[src/rtl/cnn_pool_pkg.sv]
// Shared types, sizes and arithmetic helpers for the global average-pool stage
// that reduces the 128-channel 4x4 max-pool output to one value per channel.
package cnn_pool_pkg;

    localparam int N_CH     = 128;
    localparam int PIX      = 16;
    localparam int PIX_LOG2 = 4;
    localparam int DW       = 4;
    localparam int ACC_W    = 8;
    localparam int TOTAL    = N_CH * PIX;

    typedef enum logic [2:0] {
        IDLE     = 3'd0,
        UP_START = 3'd1,
        WAIT_UP  = 3'd2,
        ACCUM    = 3'd3,
        FINISH   = 3'd4
    } gap_state_t;

    // Round-half-up mean of PIX samples: (acc + PIX/2) >> log2(PIX).
    // The largest sum is 240, so the 8-bit addition cannot wrap and the
    // result always fits in DW bits.
    function automatic logic [DW-1:0] avg_round(input logic [ACC_W-1:0] acc);
        return DW'((acc + ACC_W'(PIX / 2)) >> PIX_LOG2);
    endfunction

endpackage

[src/rtl/global_avgpool_4x4_128ch_if.sv]
// Link between the average-pool block and the upstream max-pool stage:
// start/done handshake plus the read port into the max-pool output buffer.
interface global_avgpool_4x4_128ch_if;
    logic        up_start;
    logic        up_done;
    logic [31:0] up_read_addr;
    logic [3:0]  up_read_data;

    modport master (
        output up_start,
        output up_read_addr,
        input  up_done,
        input  up_read_data
    );

    modport slave (
        input  up_start,
        input  up_read_addr,
        output up_done,
        output up_read_data
    );
endinterface

[src/rtl/gap_result_regfile.sv]
// 128 x 4-bit result store: one synchronous write port, asynchronous clear,
// combinational read that returns 0 for any index past the last channel.
module gap_result_regfile
    import cnn_pool_pkg::*;
(
    input  logic          clk,
    input  logic          resetn,
    input  logic          we,
    input  logic [6:0]    waddr,
    input  logic [DW-1:0] wdata,
    input  logic [31:0]   raddr,
    output logic [DW-1:0] rdata
);

    logic [DW-1:0] mem_r [N_CH];

    // Result storage: cleared on reset, one channel written per last-pixel sample.
    always_ff @(posedge clk or negedge resetn) begin
        if (!resetn) begin
            for (int i = 0; i < N_CH; i++) begin
                mem_r[i] <= 4'd0;
            end
        end else if (we) begin
            mem_r[waddr] <= wdata;
        end
    end

    // Random-access read; indices beyond the channel count read as zero.
    always_comb begin
        rdata = 4'd0;
        if (raddr < 32'(N_CH)) begin
            rdata = mem_r[raddr[6:0]];
        end else begin
            rdata = 4'd0;
        end
    end

endmodule

[src/rtl/global_avgpool_4x4_128ch.sv]
// Global average pool over a 128-channel 4x4 map of 4-bit activations.
// Kicks the upstream max-pool stage, streams all 2048 activations out of its
// buffer at one address per cycle, and stores a rounded mean per channel.
module global_avgpool_4x4_128ch
    import cnn_pool_pkg::*;
#(
    parameter int UP_LAT = 1
) (
    input  logic                          clk,
    input  logic                          resetn,
    input  logic                          start,
    input  logic [31:0]                   read_addr,
    output logic [DW-1:0]                 read_data,
    output logic                          done,
    global_avgpool_4x4_128ch_if.master    up
);

    gap_state_t          state_r;
    gap_state_t          state_s;
    logic                up_start_r;
    logic                done_r;
    logic [10:0]         issue_cnt_r;
    logic                issue_done_r;
    logic [UP_LAT-1:0]   vld_pipe_r;
    logic [10:0]         addr_pipe_r [UP_LAT];
    logic [ACC_W-1:0]    acc_r;

    logic                issue_vld_s;
    logic                smp_vld_s;
    logic [10:0]         smp_addr_s;
    logic                smp_last_s;
    logic [ACC_W-1:0]    sum_s;
    logic                we_s;

    assign up.up_start     = up_start_r;
    assign up.up_read_addr = {21'd0, issue_cnt_r};
    assign done            = done_r;

    // Next-state logic for the run sequence.
    always_comb begin
        state_s = state_r;
        case (state_r)
            IDLE: begin
                if (start) state_s = UP_START;
                else       state_s = IDLE;
            end
            UP_START: state_s = WAIT_UP;
            WAIT_UP: begin
                if (up.up_done) state_s = ACCUM;
                else            state_s = WAIT_UP;
            end
            ACCUM: begin
                if (smp_vld_s && (smp_addr_s == 11'(TOTAL - 1))) state_s = FINISH;
                else                                              state_s = ACCUM;
            end
            FINISH:  state_s = IDLE;
            default: state_s = IDLE;
        endcase
    end

    // Sample-side datapath: the oldest delay-line entry tags the incoming
    // activation; pixel 0 starts a fresh sum so channels run back to back.
    always_comb begin
        issue_vld_s = (state_r == ACCUM) && !issue_done_r;
        smp_vld_s   = vld_pipe_r[UP_LAT-1];
        smp_addr_s  = addr_pipe_r[UP_LAT-1];
        smp_last_s  = (smp_addr_s[3:0] == 4'hF);
        if (smp_addr_s[3:0] == 4'h0) begin
            sum_s = {4'd0, up.up_read_data};
        end else begin
            sum_s = acc_r + {4'd0, up.up_read_data};
        end
        we_s = smp_vld_s && smp_last_s;
    end

    // State register with the registered one-cycle up_start and done pulses.
    always_ff @(posedge clk or negedge resetn) begin
        if (!resetn) begin
            state_r    <= IDLE;
            up_start_r <= 1'b0;
            done_r     <= 1'b0;
        end else begin
            state_r    <= state_s;
            up_start_r <= (state_s == UP_START);
            done_r     <= (state_s == FINISH);
        end
    end

    // Issue counter: reloaded when upstream completes, then one address per
    // cycle until the last one has been issued, where it parks.
    always_ff @(posedge clk or negedge resetn) begin
        if (!resetn) begin
            issue_cnt_r  <= 11'd0;
            issue_done_r <= 1'b0;
        end else if ((state_r == WAIT_UP) && up.up_done) begin
            issue_cnt_r  <= 11'd0;
            issue_done_r <= 1'b0;
        end else if (issue_vld_s) begin
            if (issue_cnt_r == 11'(TOTAL - 1)) begin
                issue_done_r <= 1'b1;
            end else begin
                issue_cnt_r <= issue_cnt_r + 11'd1;
            end
        end
    end

    // Delay line matching the upstream read latency: valid bit plus address.
    always_ff @(posedge clk or negedge resetn) begin
        if (!resetn) begin
            vld_pipe_r <= {UP_LAT{1'b0}};
            for (int i = 0; i < UP_LAT; i++) begin
                addr_pipe_r[i] <= 11'd0;
            end
        end else begin
            vld_pipe_r[0]  <= issue_vld_s;
            addr_pipe_r[0] <= issue_cnt_r;
            for (int i = 1; i < UP_LAT; i++) begin
                vld_pipe_r[i]  <= vld_pipe_r[i-1];
                addr_pipe_r[i] <= addr_pipe_r[i-1];
            end
        end
    end

    // Per-channel accumulator, emptied after each channel's last pixel.
    always_ff @(posedge clk or negedge resetn) begin
        if (!resetn) begin
            acc_r <= 8'd0;
        end else if (smp_vld_s) begin
            acc_r <= smp_last_s ? 8'd0 : sum_s;
        end
    end

    gap_result_regfile u_regfile (
        .clk    (clk),
        .resetn (resetn),
        .we     (we_s),
        .waddr  (smp_addr_s[10:4]),
        .wdata  (avg_round(sum_s)),
        .raddr  (read_addr),
        .rdata  (read_data)
    );

endmodule

[src/flat_wrapper.sv]
// flat-port wrapper written by rule: the top's interface ports become plain ports
module global_avgpool_4x4_128ch_flat import cnn_pool_pkg::*;
#(
    parameter int UP_LAT = 1
)
  (clk, resetn, start, read_addr, read_data, done, up_up_start, up_up_read_addr, up_up_done, up_up_read_data);
  global_avgpool_4x4_128ch_if up_i ();
  input  logic clk;
  input  logic resetn;
  input  logic start;
  input  logic [31:0] read_addr;
  output logic [DW-1:0] read_data;
  output logic done;
  output wire logic [$bits(up_i.up_start)-1:0] up_up_start;
  output wire logic [$bits(up_i.up_read_addr)-1:0] up_up_read_addr;
  input wire logic [$bits(up_i.up_done)-1:0] up_up_done;
  input wire logic [$bits(up_i.up_read_data)-1:0] up_up_read_data;
  assign up_up_start = up_i.up_start;
  assign up_up_read_addr = up_i.up_read_addr;
  assign up_i.up_done = up_up_done;
  assign up_i.up_read_data = up_up_read_data;
  global_avgpool_4x4_128ch #(.UP_LAT(UP_LAT)) u_core (.clk(clk), .resetn(resetn), .start(start), .read_addr(read_addr), .read_data(read_data), .done(done), .up(up_i));
endmodule
[config.mk]
export PLATFORM = sky130hd
export DESIGN_NAME = global_avgpool_4x4_128ch_flat
export DESIGN_NICKNAME = d
export VERILOG_FILES = /design/src/rtl/cnn_pool_pkg.sv /design/src/rtl/global_avgpool_4x4_128ch_if.sv /design/src/rtl/gap_result_regfile.sv /design/src/rtl/global_avgpool_4x4_128ch.sv /design/src/flat_wrapper.sv
export SDC_FILE = /design/constraint.sdc
export NUM_CORES = 1
export LEC_CHECK = 0
export ABC_CLOCK_PERIOD_IN_PS = 4900
export CAP_MARGIN = 20
export CORE_MARGIN = 2
export CORE_UTILIZATION = 50
export DETAILED_ROUTE_END_ITERATION = 6
export GPL_TIMING_DRIVEN = 0
export HOLD_SLACK_MARGIN = 0.1
export PLACE_DENSITY = 0.67
export SLEW_MARGIN = 40
export SYNTH_ARGS = -nofsm -noshare
export SYNTH_HDL_FRONTEND = slang
export SYNTH_SLANG_ARGS = --single-unit
[constraint.sdc]
create_clock -name clk -period 4.9 [get_ports clk]
set_clock_uncertainty 0.2 [all_clocks]
set_input_delay 0.98 -clock clk [delete_from_list [all_inputs] [get_ports clk]]
set_output_delay 0.98 -clock clk [all_outputs]
set_load 0.1 [all_outputs]
==> results of run 1 <==
[cells by family after synthesis]
logic type / count (synthesis)
AO/OA/AOI/OAI: 605
XOR/XNOR: 11
adder cells (fa/ha/maj): 7
buffers and inverters: 234
flip-flops: 549
multiplexers: 300
other: 1
AND/OR/NAND/NOR: 797
[power breakdown]
| part | total, W | internal (W) | leakage (nW) | switching [W] |
|---|---|---|---|---|
| combinational | 0.00569 | 0.00112 | 6.91 | 0.00457 |
| sequential | 0.00499 | 0.00479 | 5.70 | 0.000198 |
| clock | 0.00452 | 0.00261 | 0.934 | 0.00190 |
| total | 0.0152 | 0.00852 | 13.5 | 0.00667 |
[per-stage QoR]
step | cells | total power (W) | area (sq um) | util | setup WS, ns
finish | 3382 | 0.0152 | 31100 | 0.577 | -0.121
CTS | 3380 | 0.0150 | 31000 | 0.576 | 0.0236
detailed placement | 3281 | 0.0105 | 29000 | 0.537 | -1.05
global placement | 3273 | 0.0104 | 28800 | 0.534 | -21.22
floorplan | 2524 | 0.00822 | 27400 | - | 0.353
global route | 3380 | 0.0157 | 31100 | 0.576 | 0.0157
[metal layers]
metal	GRT usage	wire length [microns]	up-vias
met5	0	0	-
met4	0.192	5970	0
met3	0.0984	10900	320
met2	0.475	39900	1303
met1	0.457	37300	11300
li1	-	-	9641
[repair_timing]
action,4_1_cts,5_1_grt
endpoints found under the setup margin,4,3
hold buffers,1,0
buffers inserted,0,0
endpoints found under the hold margin,52,0
pin swaps,2,1
resized for setup,62,11
[placed cells by master (no fill, tap or decap), drive strengths merged, types with 10 or more instances in the layout]
cell	netlist	final
mux2	128	128
nor2	46	46
a22oi	60	60
nor3	17	17
nor2b	10	10
inv	10	11
nor4	77	77
clkbuf	106	183
o21ai	141	141
o31ai	128	128
nand3	77	77
clkdlybuf4s50	0	34
nand2	484	484
a21oi	33	33
a211o	128	128
conb	1	21
mux2i	80	80
dfrtp	549	549
a211oi	74	74
buf	118	146
mux4	92	92
or4	58	58
[synthesized netlist by cell type (all sizes together), types with 46 or more instances]
cell type	number
mux2i	80
mux4	92
nor4	77
nor2	46
clkbuf	106
nand3	77
dfrtp	549
o31ai	128
o21ai	141
mux2	128
a211o	128
buf	118
or4	58
nand2	484
a211oi	74
a22oi	60
[flip-flops by register name, indices dropped and copies added (netlist names)]
signal and count:
u_core.done 1, u_core.smp_vld_s 1, u_core.state_r 3, u_core.u_regfile.mem_r 512, u_core.acc_r 8, u_core.addr_pipe_r 11, u_core.issue_cnt_r 11, u_core.up.up_start 1
u_core.issue_done_r 1
[path summary, 6_finish.rpt]
path                                                    end  depth (start not counted)
worst min-delay path                 u_core.addr_pipe_r[10]                          0
max in group asynchronous       u_core.u_regfile.mem_r[293]                          5
worst max-delay path                           read_data[0]                          8
worst max register to register  u_core.u_regfile.mem_r[310]                         11
min in group asynchronous       u_core.u_regfile.mem_r[409]                          2
worst min register to register       u_core.addr_pipe_r[10]                          0
[layout make-up]
type	count	area, sq um	share of cell area
tap	696	871	0.0280
timing repair buffer	62	673	0.0217
sequential	549	13700	0.442
buffer	222	1220	0.0394
antenna	2	5.00	0.000161
clock buffer	81	1660	0.0533
inverter	10	37.5	0.00121
multi-input combinational	1741	12600	0.406
clock inverter	19	264	0.00849
[worst max-delay path, stage by stage]
cell and delay, ns:
clkdlybuf4s50_1 0.64, clkbuf_4 0.31, nand2_2 0.19, clkbuf_8 0.27
o211ai_1 0.67, o221ai_1 0.31, nand2_2 0.19, buf_6 0.24
==> out/summary.txt, run 1 <==
Share of the synthesized area in the top cell type - 0.503
XOR/XNOR Fraction of Synth Area - 0.00353
Root Driver - clkbuf_16
Clk sinks - 549
Ys Warns - 0
Synth area leaders - dfrtp_1 (50%), mux4_2 (7.6%), nand2_1 (6.7%)
Initial DRC count - 3103
Synth Register Bits - 549
Slew Viols, Final - 0
Total GRT Usage - 0.334
Multiplexer area fraction after synthesis - 0.158
Synth cell types - 61
Worst-Skew Late Latency - 0.65 ns
Mapped Cells - 2504
Unrepaired setup endpoints after global routing - false
CTS H-Tree Depth - 2
Crit. Startpoint - read_addr[4]
Pwr Density - 489 nW/um^2
Hold_sp - u_core.issue_cnt_r[10]
Vias per cell - 6.69
Vias post-DR - 22600
Vias in the first global route - 21600
Main synth FF type - dfrtp_1
Async S/R FF share, synth - 1.00
Worst relative slew slack - 0.333
Fmax - 199 MHz
Layout cells sized above 1 - 0.187
Main combinational cell family by area after synthesis - multiplexers
Mapped cell area - 27300 sq um
Post-synth EDFFs - 0
CTS buffer count - 57
CTS tree - built
Largest net degree at the start of global routing - 79
Fin crit period - 5.02 ns
Die area - 56500 sq um
CP Data Arrival Time - 3.84 ns
DRC viols - 1
Final Hold Fails - 0
CP max FO - 10
Core area - 53900 sq um
Setup ws final - -0.121 ns
Routed wire length - 94100 microns
Routability cong. - 1.03
Leading area contributor after synthesis - dfrtp_1
Leakage - 13.5 nW
Avg Cell Area, Syn - 10.9 sq um
Register area share after synthesis - 0.503
Dpl hpwl - 66200 microns
Final setup violation count - 3
Failing checks - DRC, setup timing
Post-route ant nets - 0
R2R setup slack - 0.68 ns
Type of the worst setup path - in -> out
Crit path capture type - output pin
Reg-to-Reg Start - u_core.acc_r[0]
Synth Area in Compound Gates - 0.157
Initial antenna violation count - 1
Row count - 85
P&R area growth vs syn - 13.9%
FILL cells - 4515
Io pins - 78
Synth Area in Simple Gates - 0.134
Peak supply drop - 0.345 mV
Drt first pass iters - 7
Final TNS setup - -0.292 ns
IO Port Bufs - 53
Total of max-cap violations - 0
Worst Tran Pin Value - 1.00 ns
Die width - 238 microns
Routed wire per std cell - 27.8 microns
Startpoint Class - primary input
Die Ht - 238 microns
Class of the worst hold path - reg -> reg
Fin nets - 2690
Critical Path RT - 3.72 ns
Clock-pin transition on the worst setup and hold timing paths - 0.06 ns
Adder-cell share of the synthesized area - 0.00348
Final Cycle Share - 1.02
Run status - finished with violations
Clk buf depth - 3
Global route total overflow - 0
Initial core utilization - 0.506
Hold WS - 0.272 ns
Global-route wire length before repair - 140000 microns
Note: power is estimated with default switching activity, not from simulation.
==> inputs of run 2 (changes only) <==
--- a/config.mk
+++ b/config.mk
@@ -8,11 +8,11 @@
 export ABC_CLOCK_PERIOD_IN_PS = 4900
 export CAP_MARGIN = 20
 export CORE_MARGIN = 2
-export CORE_UTILIZATION = 50
+export CORE_UTILIZATION = 40
 export DETAILED_ROUTE_END_ITERATION = 6
 export GPL_TIMING_DRIVEN = 0
 export HOLD_SLACK_MARGIN = 0.1
-export PLACE_DENSITY = 0.67
+export MAX_ROUTING_LAYER = met4
 export SLEW_MARGIN = 40
 export SYNTH_ARGS = -nofsm -noshare
 export SYNTH_HDL_FRONTEND = slang
==> run 2 against run 1 <==
  * Final cell count grew 5.5%
  * The flow still finishes with violations (DRC, setup timing)
  * Clock-buffer cell count grew 2
  * Power grew 0.75%
  * Utilization shrank 11 points
==> out/summary.txt, run 2 (synthesis results as in run 1) <==
Run status - finished with violations
Failing checks - DRC, setup timing
Io pins - 78
Clock-pin transition on the worst setup and hold timing paths - 0.06 ns
Final setup violation count - 1
Fin crit period - 4.93 ns
Die Ht - 265 microns
Startpoint Class - primary input
CTS tree - built
Commonest cells after routing, fill and taps aside - dfrtp_1 (549), nand2_1 (483), o21ai_0 (140)
Crit path capture type - output pin
Total of max-cap violations - 0
CP Data Arrival Time - 3.75 ns
Global route total overflow - 0
P&R area growth vs syn - 15.2%
Leakage - 13.6 nW
Final TNS setup - -0.0307 ns
Pwr Density - 487 nW/um^2
Root Driver - clkbuf_16
Worst R2R Path Depth - 12
DRC viols - 13
Dpl hpwl - 66900 microns
Final Hold Fails - 0
Routed wire per std cell - 26.7 microns
CP cell instances - clkdlybuf4s50_1 -> clkbuf_4 -> nand2_1 -> clkbuf_4 -> o211ai_1 -> o221ai_2 -> nand2_2 -> buf_6
Initial antenna violation count - 2
R2R setup slack - 1.06 ns
Setup ws final - -0.0307 ns
IO Port Bufs - 53
Die area - 70400 sq um
Unrepaired setup endpoints after global routing - false
Final core utilization - 0.467
Die width - 265 microns
Max reg flops - 512
Initial core utilization - 0.405
Crit-path max cell delay - 0.63 ns
Initial DRC count - 2811
Peak supply drop - 0.344 mV
Worst-Skew Late Latency - 0.65 ns
CTS buffer count - 59
Worst Tran Pin Value - 0.906 ns
Routed wire length - 95200 microns
Vias post-DR - 22400
Min-Delay Endpoint - u_core.u_regfile.mem_r[71]
Crit Reg-Reg Endpoint - u_core.u_regfile.mem_r[2]
Critical Path RT - 3.72 ns
Critical path buffers and inverters - 4
Fin nets - 2697
Most common cell after layout, fill and taps aside - dfrtp_1
Largest net degree at the start of global routing - 71
Hold_sp - u_core.u_regfile.mem_r[71]
Crit-path slowest cell - clkdlybuf4s50_1
CTS H-Tree Depth - 2
Final Cycle Share - 1.01
Worst relative slew slack - 0.396
Row count - 95
Biggest register - u_core.u_regfile.mem_r
Top delay family on crit path - buffers and inverters
Fmax - 203 MHz
Core area - 67400 sq um
Placed instance area - 29300 sq um
Most used cell along the critical path - clkbuf_4
Total GRT Usage - 0.278
Layout cells sized above 1 - 0.192
Vias in the first global route - 21700
Routability cong. - 0.967
CP max FO - 10
Class of the worst hold path - reg -> reg
Clk buf depth - 3
Slew Viols, Final - 0
Drt first pass iters - 7
Worst hold stages - 2
Design Area, Final - 31400 sq um
Clk sinks - 549
Reg-to-Reg Start - u_core.acc_r[0]
Regs by FF count - u_core.u_regfile.mem_r x512, u_core.addr_pipe_r x11, u_core.issue_cnt_r x11
Vias per cell - 6.29
Type of the worst setup path - in -> out
Post-route ant nets - 0
Global-route wire length before repair - 142000 microns
run 2: cell types whose count changed in the layout (fill, tap and decap cells not counted), moves of 3 or more:
| cell | before | now |
|---|---|---|
| a21oi_2 | 0 | 4 |
| a21oi_1 | 33 | 29 |
| clkbuf_4 | 6 | 9 |
| clkinvlp_4 | 4 | 1 |
| o221ai_1 | 6 | 3 |
| o221ai_2 | 0 | 3 |
| clkinv_2 | 6 | 13 |
| nor2_2 | 7 | 4 |
| buf_8 | 1 | 5 |
| clkbuf_8 | 15 | 12 |
run 2: power breakdown:
part	total, W	switching, W	internal [W]
logic	0.00578	0.00457	0.00121
clock network	0.00454	0.00193	0.00261
registers	0.00498	0.000195	0.00479
total	0.0153	0.00670	0.00861
run 2: worst max path at each step:
stage               slack (ns)         start                          end  cells past startpoint
floorplan                 0.35  read_addr[0]                 read_data[1]                      8
global placement        -21.45        resetn  u_core.u_regfile.mem_r[105]                      1
detailed placement       -1.34  read_addr[2]                 read_data[0]                      9
CTS                      0.004  read_addr[4]                 read_data[0]                      8
global route              0.01  read_addr[4]                 read_data[0]                      8
finish                   -0.03  read_addr[4]                 read_data[0]                      8
run 2: layout make-up:
type                       count  area [sq um]
antenna                        1          2.50
buffer                       222          1240
clock buffer                  83          1700
clock inverter                21           226
fill                        6096         35900
inverter                      10          37.5
multi-input combinational   1741         12600
sequential                   549         13700
tap                          873          1090
timing repair buffer          67           762
run 2: tightest hold or removal path: stages, from the launching register on:
cell	delay (ns)
dfrtp_1	0.34
nand2_1	0.05
o31ai_1	0.05
run 2: layer usage:
layer  vias up  track usage  wire (microns)
li1       9656            -               -
met1     11400        0.362           38300
met2      1124        0.405           42000
met3       297       0.0680            9400
met4         0        0.142            5490
met5         -            -               0
run 2: what timing repair did:
item                                   CTS  global route
setup endpoints to repair                4             2
setup buffers                            0             0
endpoints found under the hold margin   13             0
hold buffers                             1             0
pin swaps                                1             0
resized for setup                       75             8
run 2: stage by stage:
stage	std cells	setup WS [ns]	power (W)	hold slack, ns
after detailed placement	3463	-1.34	0.0107	0.262
after global placement	3450	-21.45	0.0104	0.254
after CTS	3566	0.00432	0.0152	0.275
after floorplan	2524	0.353	0.00822	0.243
after global routing	3566	0.0133	0.0159	0.289
final	3567	-0.0307	0.0153	0.271
